==> src/rtl/dino_jump_ctrl_pkg.sv <==
// Shared game package for the dino jump controller.
// Holds the jump FSM state enum, the physics parameter defaults and the
// sprite vertical-position width.
package dino_jump_ctrl_pkg;

    localparam int unsigned VposW = 4;

    localparam logic [VposW-1:0] DefGroundVpos = 4'd12;
    localparam int unsigned      DefJumpVel    = 4;
    localparam int unsigned      DefGravity    = 1;

    typedef enum logic {
        StGround = 1'b0,
        StAir    = 1'b1
    } dino_state_e;

endpackage

==> src/rtl/dino_jump_ctrl_if.sv <==
// Jump controller bus: game-side control inputs and sprite-side outputs.
//   i_jump       raw jump button (asynchronous)
//   i_frame_tick one-cycle pulse per video frame
//   i_freeze     game-over / pause, holds all physics state
//   o_dino_vpos  sprite top row
//   o_airborne   high while in the air
//   o_land       one-cycle pulse on landing
interface dino_jump_ctrl_if;
    import dino_jump_ctrl_pkg::*;

    logic             i_jump;
    logic             i_frame_tick;
    logic             i_freeze;
    logic [VposW-1:0] o_dino_vpos;
    logic             o_airborne;
    logic             o_land;

    // Game logic side
    modport master (
        output i_jump, i_frame_tick, i_freeze,
        input  o_dino_vpos, o_airborne, o_land
    );

    // Jump controller side
    modport slave (
        input  i_jump, i_frame_tick, i_freeze,
        output o_dino_vpos, o_airborne, o_land
    );

endinterface

==> src/rtl/dino_jump_ctrl_button_sync_edge.sv <==
// Two-flop synchroniser plus rising-edge detector for an asynchronous button.
// Reusable for any game button (jump, duck).
//   clk     system clock
//   rst_n   asynchronous active-low reset
//   i_btn   raw button level, asynchronous
//   o_rise  one-cycle pulse per rising edge of the synchronised level
module button_sync_edge (
    input  logic clk,
    input  logic rst_n,
    input  logic i_btn,
    output logic o_rise
);

    logic       sync1_q;
    logic       sync2_q;
    logic       prev_q;
    logic [1:0] fill_q;

    // fill_q marks when sync2_q holds a real sample rather than its reset
    // value. prev_q starts high and only tracks sync2_q once that is true,
    // so a button held through reset never looks like a fresh press.
    always_ff @(posedge clk or negedge rst_n) begin
        if (!rst_n) begin
            sync1_q <= 1'b0;
            sync2_q <= 1'b0;
            prev_q  <= 1'b1;
            fill_q  <= 2'b00;
        end else begin
            sync1_q <= i_btn;
            sync2_q <= sync1_q;
            fill_q  <= {fill_q[0], 1'b1};
            if (fill_q[1]) begin
                prev_q <= sync2_q;
            end
        end
    end

    assign o_rise = sync2_q & ~prev_q & fill_q[1];

endmodule

==> src/rtl/dino_jump_ctrl.sv <==
// Dino jump physics controller.
// A synchronised jump press arms a sticky request while grounded; on each
// unfrozen frame tick the GROUND/AIR FSM launches, integrates height and
// velocity, and lands when the next step would reach or pass the ground.
//   clk    system clock
//   rst_n  asynchronous active-low reset
//   bus    dino_jump_ctrl_if.slave (jump/tick/freeze in, vpos/airborne/land out)
module dino_jump_ctrl
    import dino_jump_ctrl_pkg::*;
#(
    parameter logic [VposW-1:0] GROUND_VPOS = DefGroundVpos,
    parameter int unsigned      JUMP_VEL    = DefJumpVel,
    parameter int unsigned      GRAVITY     = DefGravity
) (
    input  logic             clk,
    input  logic             rst_n,
    dino_jump_ctrl_if.slave  bus
);

    localparam logic signed [4:0] JumpVelS   = 5'(JUMP_VEL);
    localparam logic signed [4:0] GravityS   = 5'(GRAVITY);
    localparam logic [4:0]        HeightMax  = {1'b0, GROUND_VPOS};
    localparam logic signed [5:0] HeightMaxS = {2'b00, GROUND_VPOS};

    dino_state_e       state_q, state_d;
    logic [4:0]        height_q, height_d;
    logic signed [4:0] vel_q, vel_d;
    logic              jump_req_q, jump_req_d;
    logic [VposW-1:0]  vpos_q, vpos_d;
    logic              land_q, land_d;

    logic              jump_rise;
    logic signed [5:0] sum;
    logic              vel_nonpos;
    logic              sum_nonpos;

    button_sync_edge u_jump_sync (
        .clk    (clk),
        .rst_n  (rst_n),
        .i_btn  (bus.i_jump),
        .o_rise (jump_rise)
    );

    always_ff @(posedge clk or negedge rst_n) begin
        if (!rst_n) begin
            state_q    <= StGround;
            height_q   <= 5'd0;
            vel_q      <= 5'sd0;
            jump_req_q <= 1'b0;
            vpos_q     <= GROUND_VPOS;
            land_q     <= 1'b0;
        end else begin
            state_q    <= state_d;
            height_q   <= height_d;
            vel_q      <= vel_d;
            jump_req_q <= jump_req_d;
            vpos_q     <= vpos_d;
            land_q     <= land_d;
        end
    end

    always_comb begin
        state_d    = state_q;
        height_d   = height_q;
        vel_d      = vel_q;
        jump_req_d = jump_req_q;
        land_d     = 1'b0;

        sum        = $signed({1'b0, height_q}) + $signed({vel_q[4], vel_q});
        vel_nonpos = vel_q[4] | (vel_q == 5'sd0);
        sum_nonpos = sum[5] | (sum == 6'sd0);

        if (!bus.i_freeze) begin
            if (jump_rise && (state_q == StGround)) begin
                jump_req_d = 1'b1;
            end

            // Takeoff below samples jump_req_q, so an edge on the tick
            // cycle itself only launches on the following tick.
            if (bus.i_frame_tick) begin
                unique case (state_q)
                    StGround: begin
                        if (jump_req_q) begin
                            vel_d      = JumpVelS;
                            height_d   = 5'd0;
                            jump_req_d = 1'b0;
                            state_d    = StAir;
                        end
                    end
                    StAir: begin
                        if (vel_nonpos && sum_nonpos) begin
                            height_d = 5'd0;
                            vel_d    = 5'sd0;
                            state_d  = StGround;
                            land_d   = 1'b1;
                        end else begin
                            // sum is positive here; clamp keeps vpos from wrapping
                            height_d = (sum > HeightMaxS) ? HeightMax : sum[4:0];
                            vel_d    = vel_q - GravityS;
                        end
                    end
                endcase
            end
        end

        vpos_d = GROUND_VPOS - height_d[VposW-1:0];
    end

    assign bus.o_dino_vpos = vpos_q;
    assign bus.o_airborne  = (state_q == StAir);
    assign bus.o_land      = land_q;

endmodule
==> src/flat_wrapper.sv <==
// flat-port wrapper written by rule: the top's interface ports become plain ports
module dino_jump_ctrl_flat import dino_jump_ctrl_pkg::*;
#(
    parameter logic [VposW-1:0] GROUND_VPOS = DefGroundVpos,
    parameter int unsigned      JUMP_VEL    = DefJumpVel,
    parameter int unsigned      GRAVITY     = DefGravity
)
  (clk, rst_n, bus_i_jump, bus_i_frame_tick, bus_i_freeze, bus_o_dino_vpos, bus_o_airborne, bus_o_land);
  dino_jump_ctrl_if bus_i ();
  input  logic clk;
  input  logic rst_n;
  input wire logic [$bits(bus_i.i_jump)-1:0] bus_i_jump;
  input wire logic [$bits(bus_i.i_frame_tick)-1:0] bus_i_frame_tick;
  input wire logic [$bits(bus_i.i_freeze)-1:0] bus_i_freeze;
  output wire logic [$bits(bus_i.o_dino_vpos)-1:0] bus_o_dino_vpos;
  output wire logic [$bits(bus_i.o_airborne)-1:0] bus_o_airborne;
  output wire logic [$bits(bus_i.o_land)-1:0] bus_o_land;
  assign bus_i.i_jump = bus_i_jump;
  assign bus_i.i_frame_tick = bus_i_frame_tick;
  assign bus_i.i_freeze = bus_i_freeze;
  assign bus_o_dino_vpos = bus_i.o_dino_vpos;
  assign bus_o_airborne = bus_i.o_airborne;
  assign bus_o_land = bus_i.o_land;
  dino_jump_ctrl #(.GROUND_VPOS(GROUND_VPOS), .JUMP_VEL(JUMP_VEL), .GRAVITY(GRAVITY)) u_core (.clk(clk), .rst_n(rst_n), .bus(bus_i));
endmodule
==> config.mk <==
export PLATFORM = sky130hd
export DESIGN_NAME = dino_jump_ctrl_flat
export DESIGN_NICKNAME = d
export VERILOG_FILES = /design/src/rtl/dino_jump_ctrl_pkg.sv /design/src/rtl/dino_jump_ctrl_if.sv /design/src/rtl/dino_jump_ctrl_button_sync_edge.sv /design/src/rtl/dino_jump_ctrl.sv /design/src/flat_wrapper.sv
export SDC_FILE = /design/constraint.sdc
export NUM_CORES = 1
export LEC_CHECK = 0
export BUFFER_PORTS_ARGS = -buffer_cell sky130_fd_sc_hd__buf_2
export CAP_MARGIN = 0
export CORE_ASPECT_RATIO = 1.5
export CORE_MARGIN = 10
export CORE_UTILIZATION = 40
export DETAILED_ROUTE_END_ITERATION = 8
export PLACE_DENSITY_LB_ADDON = 0.15
export SLEW_MARGIN = 20
export SYNTH_ARGS = -nofsm -noshare
export SYNTH_HDL_FRONTEND = slang
export SYNTH_SLANG_ARGS = --single-unit
==> constraint.sdc <==
create_clock -name clk -period 3.15 [get_ports clk]
set_input_delay 0.4725 -clock clk [delete_from_list [all_inputs] [get_ports clk]]
set_output_delay 0.4725 -clock clk [all_outputs]
set_load 0.03 [all_outputs]
After elaboration in Yosys (flattened, before gate mapping)
Cells that the tools add are included.
{"block": "totals", "register_bits": 22, "output_inout_bits": 6}
{"block": "classes", "order_cmp": 1, "n_reduce_logical": 6, "n_eq_ne": 1, "bitwise_logic": 7, "muxes": 20, "n_addsub": 3}
{"cell": "$mux W5", "count": 5}
{"cell": "$pmux W5 S2", "count": 2}
{"cell": "$mux W1", "count": 10}
{"cell": "$mux W4", "count": 2}
{"cell": "$add A6 B5 Y6", "count": 1}
{"cell": "$gt A6 B5 Y1 const B", "count": 1}
{"cell": "$logic_not A6 Y1", "count": 1}
{"cell": "$logic_not A5 Y1", "count": 1}
{"cell": "$sub A5 B2 Y5 const B", "count": 1}
{"cell": "$sub A4 B4 Y4 const A", "count": 1}
{"cell": "$not A1 Y1", "count": 3}
{"cell": "$reduce_and A3 Y1", "count": 1}
{"cell": "$and A1 B1 Y1", "count": 2}
{"cell": "$logic_and A1 B1 Y1", "count": 2}
{"cell": "$ne A2 B1 Y1 const B", "count": 1}
{"cell": "$or A1 B1 Y1", "count": 2}
{"cell": "$pmux W1 S2", "count": 1}
{"cell": "$reduce_and A2 Y1", "count": 1}

Longest topological paths before layout
{"block": "logic_depth", "depth_word": 9, "mapped_depth": 10, "depth_no_buf": 10}

By module
A second synthesis with hierarchy kept.
{"block": "hier_totals", "hier_cells": 108, "hier_area_um2": 1191.1}
{"mod": "dino_jump_ctrl", "cells_per_inst": 100, "area_per_inst_um2": 1036.0, "instances": 1, "seq_area_each_um2": 402.9}
{"mod": "button_sync_edge", "cells_per_inst": 8, "area_per_inst_um2": 155.1, "instances": 1, "seq_area_each_um2": 126.4}

Worst setup path after synthesis
No wires, ideal clock.
{"block": "synth_timing", "path_kind": "register to register", "from": "reg, netlist name u_core.bus.o_dino_vpos[0]", "to": "reg u_core.vpos_q[3], in the netlist u_core.bus.o_dino_vpos[3]", "period_less_slack_ps": 2776, "arrival_ps": 2701, "path_stages_with_launch": 11, "required_ps": 3075, "setup_ps": 75, "path_slack_ps": 374, "cell_sequence": "dfrtp_1 ha_1 fa_1 nor2_1 or2_0 o32a_1 or4_4 a32oi_2 inv_2 o21ai_2 xor2_1"}
{"item": "end signal, assigned", "line_no": "dino_jump_ctrl.sv:57", "rtl": "vpos_q <= vpos_d;"}
{"item": "end, declared", "line_no": "dino_jump_ctrl.sv:29", "rtl": "logic [VposW-1:0] vpos_q, vpos_d;"}

==> flow_summary.yaml <==
pwr:
  leakagePower_nw: 0.580
  power.switching_mw: 0.683
  power.share.switching: 0.450
  p_int_mw: 0.834
  power-per-cell-area_mw_per_mm2: 1160
  sequentialPowerShare: 0.302
  comb_power_frac: 0.582
  p_clk_frac: 0.117
  peakVddDrop_v: 0.000535
floorplan:
  boundaryPins: 11
  start_util: 0.410
  chipHeight_um: 86.2
  floorplan.rows: 24
  placeableCoreArea_mm2: 0.00285
  dieArea_mm2: 0.00553
  floorplan.die.width_um: 64.2
finish:
  final_core_utilization: 0.459
  nFillCells: 269
  layout-drive-gt1-share: 0.228
  layout_commonest_cell: "dfrtp_1"
  final_cell_mix: "dfrtp_1, nor2_1, buf_2"
  flow.area_growth_from_synthesis_pct: 12.0
  final_design_area_no_fill_mm2: 0.00131
  number_of_nets_in_the_layout: 138
  n_antenna_cell: 0
cts:
  clock_tree.htree_level_count: 1
  clk-insertion-delay-late_ns: 0.26
  clock_path_buffers: 2
  cts_resized: 0
  clkSinkCount: 21
  cts_tree: "yes"
  ctsHoldBuffers: 0
  post_cts.repair.setup_buffers: 0
  clkSlewWorstSetupHoldPaths_ns: 0.07
  numCtsBuffers: 3
  clockRootBuffer: "clkbuf_8"
worst_setup_path:
  crit_path_start_kind: "flip-flop"
  criticalPathCategory: "reg2reg"
  cp_slowest_cell: "fa_1"
  critical_path.endpoint_type: "flip-flop"
  critical_path.cell_chain: "ha_1 -> fa_1 -> xnor2_1 -> or2_0 -> o32a_1 -> or4_4 -> a32oi_2 -> inv_2 -> o21ai_2 -> xor2_1"
  critical_path_arrival_ns: 3.16
  critical_path.max_stage_delay_ns: 0.44
  critical_path_required_ns: 3.34
  worstPathMaxFanout: 3
sta:
  finalMaxSlewViolations: 0
  timing.final.hold_violations: 0
  max_slew.worst_pin.slew_ns: 0.757
  timing.clock.skew_ns: 0.00240
  period_minus_slack_ns: 2.96
  fmaxAchievable_ghz: 0.337
  post-route-period-util: 0.941
  unrepaired_setup_endpoints_after_global_routing: "no"
  finalSetupViolations: 0
  slew-limit-headroom: 0.491
  fin_setup_tns_ns: 0
synth:
  mappedNetlistArea_mm2: 0.00117
  synth.top_cells.by_area: "dfrtp_1, ha_1, dfstp_2, nor2_1, a32oi_2"
  ys_seq_elements: 21
  synth_largest_type_area_fraction: 0.385
  yosys_warnings: 0
  synth_sequential_area_ratio: 0.452
  synth_enable_flop_cells: 0
  syn-mean-instance-area_um2: 10.6
  synth.distinct_cells: 46
  synth.largest_area_cell: "dfrtp_1"
  synth_nets: 124
  synth-async-reset-ratio: 1.00
  yosys_most_used_dff: "dfrtp_1"
  postSynthCellCount: 110
global_routing:
  global_route_wire_length_before_repair_um: 4010
  grt_overflow: 0
  grt_usage: 0.0898
  antenna_violations_before_repair: 0
  vias_in_the_first_global_route: 917
  grt_max_degree: 22
drt:
  vias: 865
  final_antenna_net_count: 0
  drc_errors: 0
  drt-wirelength-per-cell_um: 14.5
  detail_route.first_pass.iterations: 4
  wl_um: 2350
  starting_drc_count_in_detailed_routing: 30
  vias_per_cell: 5.34
outcome:
  outcome: "finished, final reports clean"
place:
  io_buffer_count: 10
  place.gp.congestion: 0.894
  placed_cell_area_mm2: 0.00126
  dp.final_hpwl_um: 1830
flow_run:
  maxCapViolCount: 0
worst_hold_path:
  min-delay-path-class: "in2async"
path summary, 6_finish.rpt:
check,from,to,slack [ns],cells after the start
worst min-delay path,rst_n,u_core.height_q[4],0.15,1
min in group clk,bus_i_jump,u_core.u_jump_sync.sync1_q,0.31,1
max in group asynchronous,rst_n,u_core.bus.o_dino_vpos[2],2.65,1
worst min register to register,u_core.u_jump_sync.fill_q[0],u_core.u_jump_sync.fill_q[1],0.36,0
worst max register to register,u_core.bus.o_dino_vpos[0],u_core.bus.o_dino_vpos[3],0.19,10
worst max-delay path,u_core.bus.o_dino_vpos[0],u_core.bus.o_dino_vpos[3],0.19,10
sequential cells by signal, indices dropped and copies added, names as in the netlist:
register / flops
u_core.bus.o_airborne: 1
u_core.bus.o_dino_vpos: 4
u_core.bus.o_land: 1
u_core.height_q: 4
u_core.jump_req_q: 1
u_core.u_jump_sync.fill_q: 2
u_core.u_jump_sync.prev_q: 1
u_core.u_jump_sync.sync1_q: 1
u_core.u_jump_sync.sync2_q: 1
u_core.vel_q: 5
cells by family (layout without fill, tap and decap cells):
group	Yosys count	in the layout	synth area share
AOI/OAI and AO/OA	31	31	0.227
xor gates and xnor gates	3	3	0.0225
adders and majority gates	9	9	0.103
buffers and inverters	9	22	0.0321
DFF	21	21	0.452
muxes	1	1	0.00962
other	1	1	0.00321
and+or+nand+nor	35	35	0.151
cell usage after synthesis, drive strengths merged (2+ instances only):
library cell,n
a32oi,2
nor3b,2
a22o,2
nor2,14
o31ai,3
and2,3
o21ai,5
ha,8
dfrtp,18
nand2,5
a21oi,5
nor2b,2
xor2,2
a31oi,2
nor3,2
dfstp,3
inv,7
per-stage QoR:
stage | std cells | setup slack, ns | hold slack [ns] | total power, mW
CTS | 162 | 0.187 | 0.183 | 1.53
global route | 162 | 0.0289 | 0.180 | 1.65
global placement | 158 | 0.272 | 0.344 | 1.33
floorplan | 110 | 0.374 | 0.177 | 1.16
finish | 162 | 0.185 | 0.149 | 1.52
detailed placement | 158 | 0.196 | 0.336 | 1.34
final cells by class:
cell class / count / area (um^2) / area share
inverters: 7 / 26.3 / 0.0201
flip-flops and latches: 21 / 529 / 0.404
multi-input cells: 80 / 603 / 0.460
repair buffers: 11 / 57.6 / 0.0439
well taps: 39 / 48.8 / 0.0372
clock buffers: 4 / 45.0 / 0.0344
power by group through the flow:
stage	clock [mW]	combinational (mW)	sequential (mW)
floorplan	0	0.664	0.498
global placement	0	0.865	0.461
detailed placement	0	0.880	0.462
CTS	0.182	0.889	0.457
global route	0.195	0.984	0.471
finish	0.177	0.883	0.457
critical path, delay by kind of cell (launching register included):
kind	cells	cell delay, ns
AOI/OAI and AO/OA	3	0.71
xor gates and xnor gates	2	0.33
adders and majority gates	2	0.71
buffers and inverters	1	0.07
DFF	1	0.42
and+or+nand+nor	2	0.66
metal layers:
metal,global-route usage,share of wire,vias up
li1,-,-,427
met2,0.162,0.52,13
met5,0,0,-
met3,0.0207,0.034,5
met1,0.0904,0.41,420
met4,0.0566,0.027,0
Note: power is estimated with default switching activity, not from simulation.
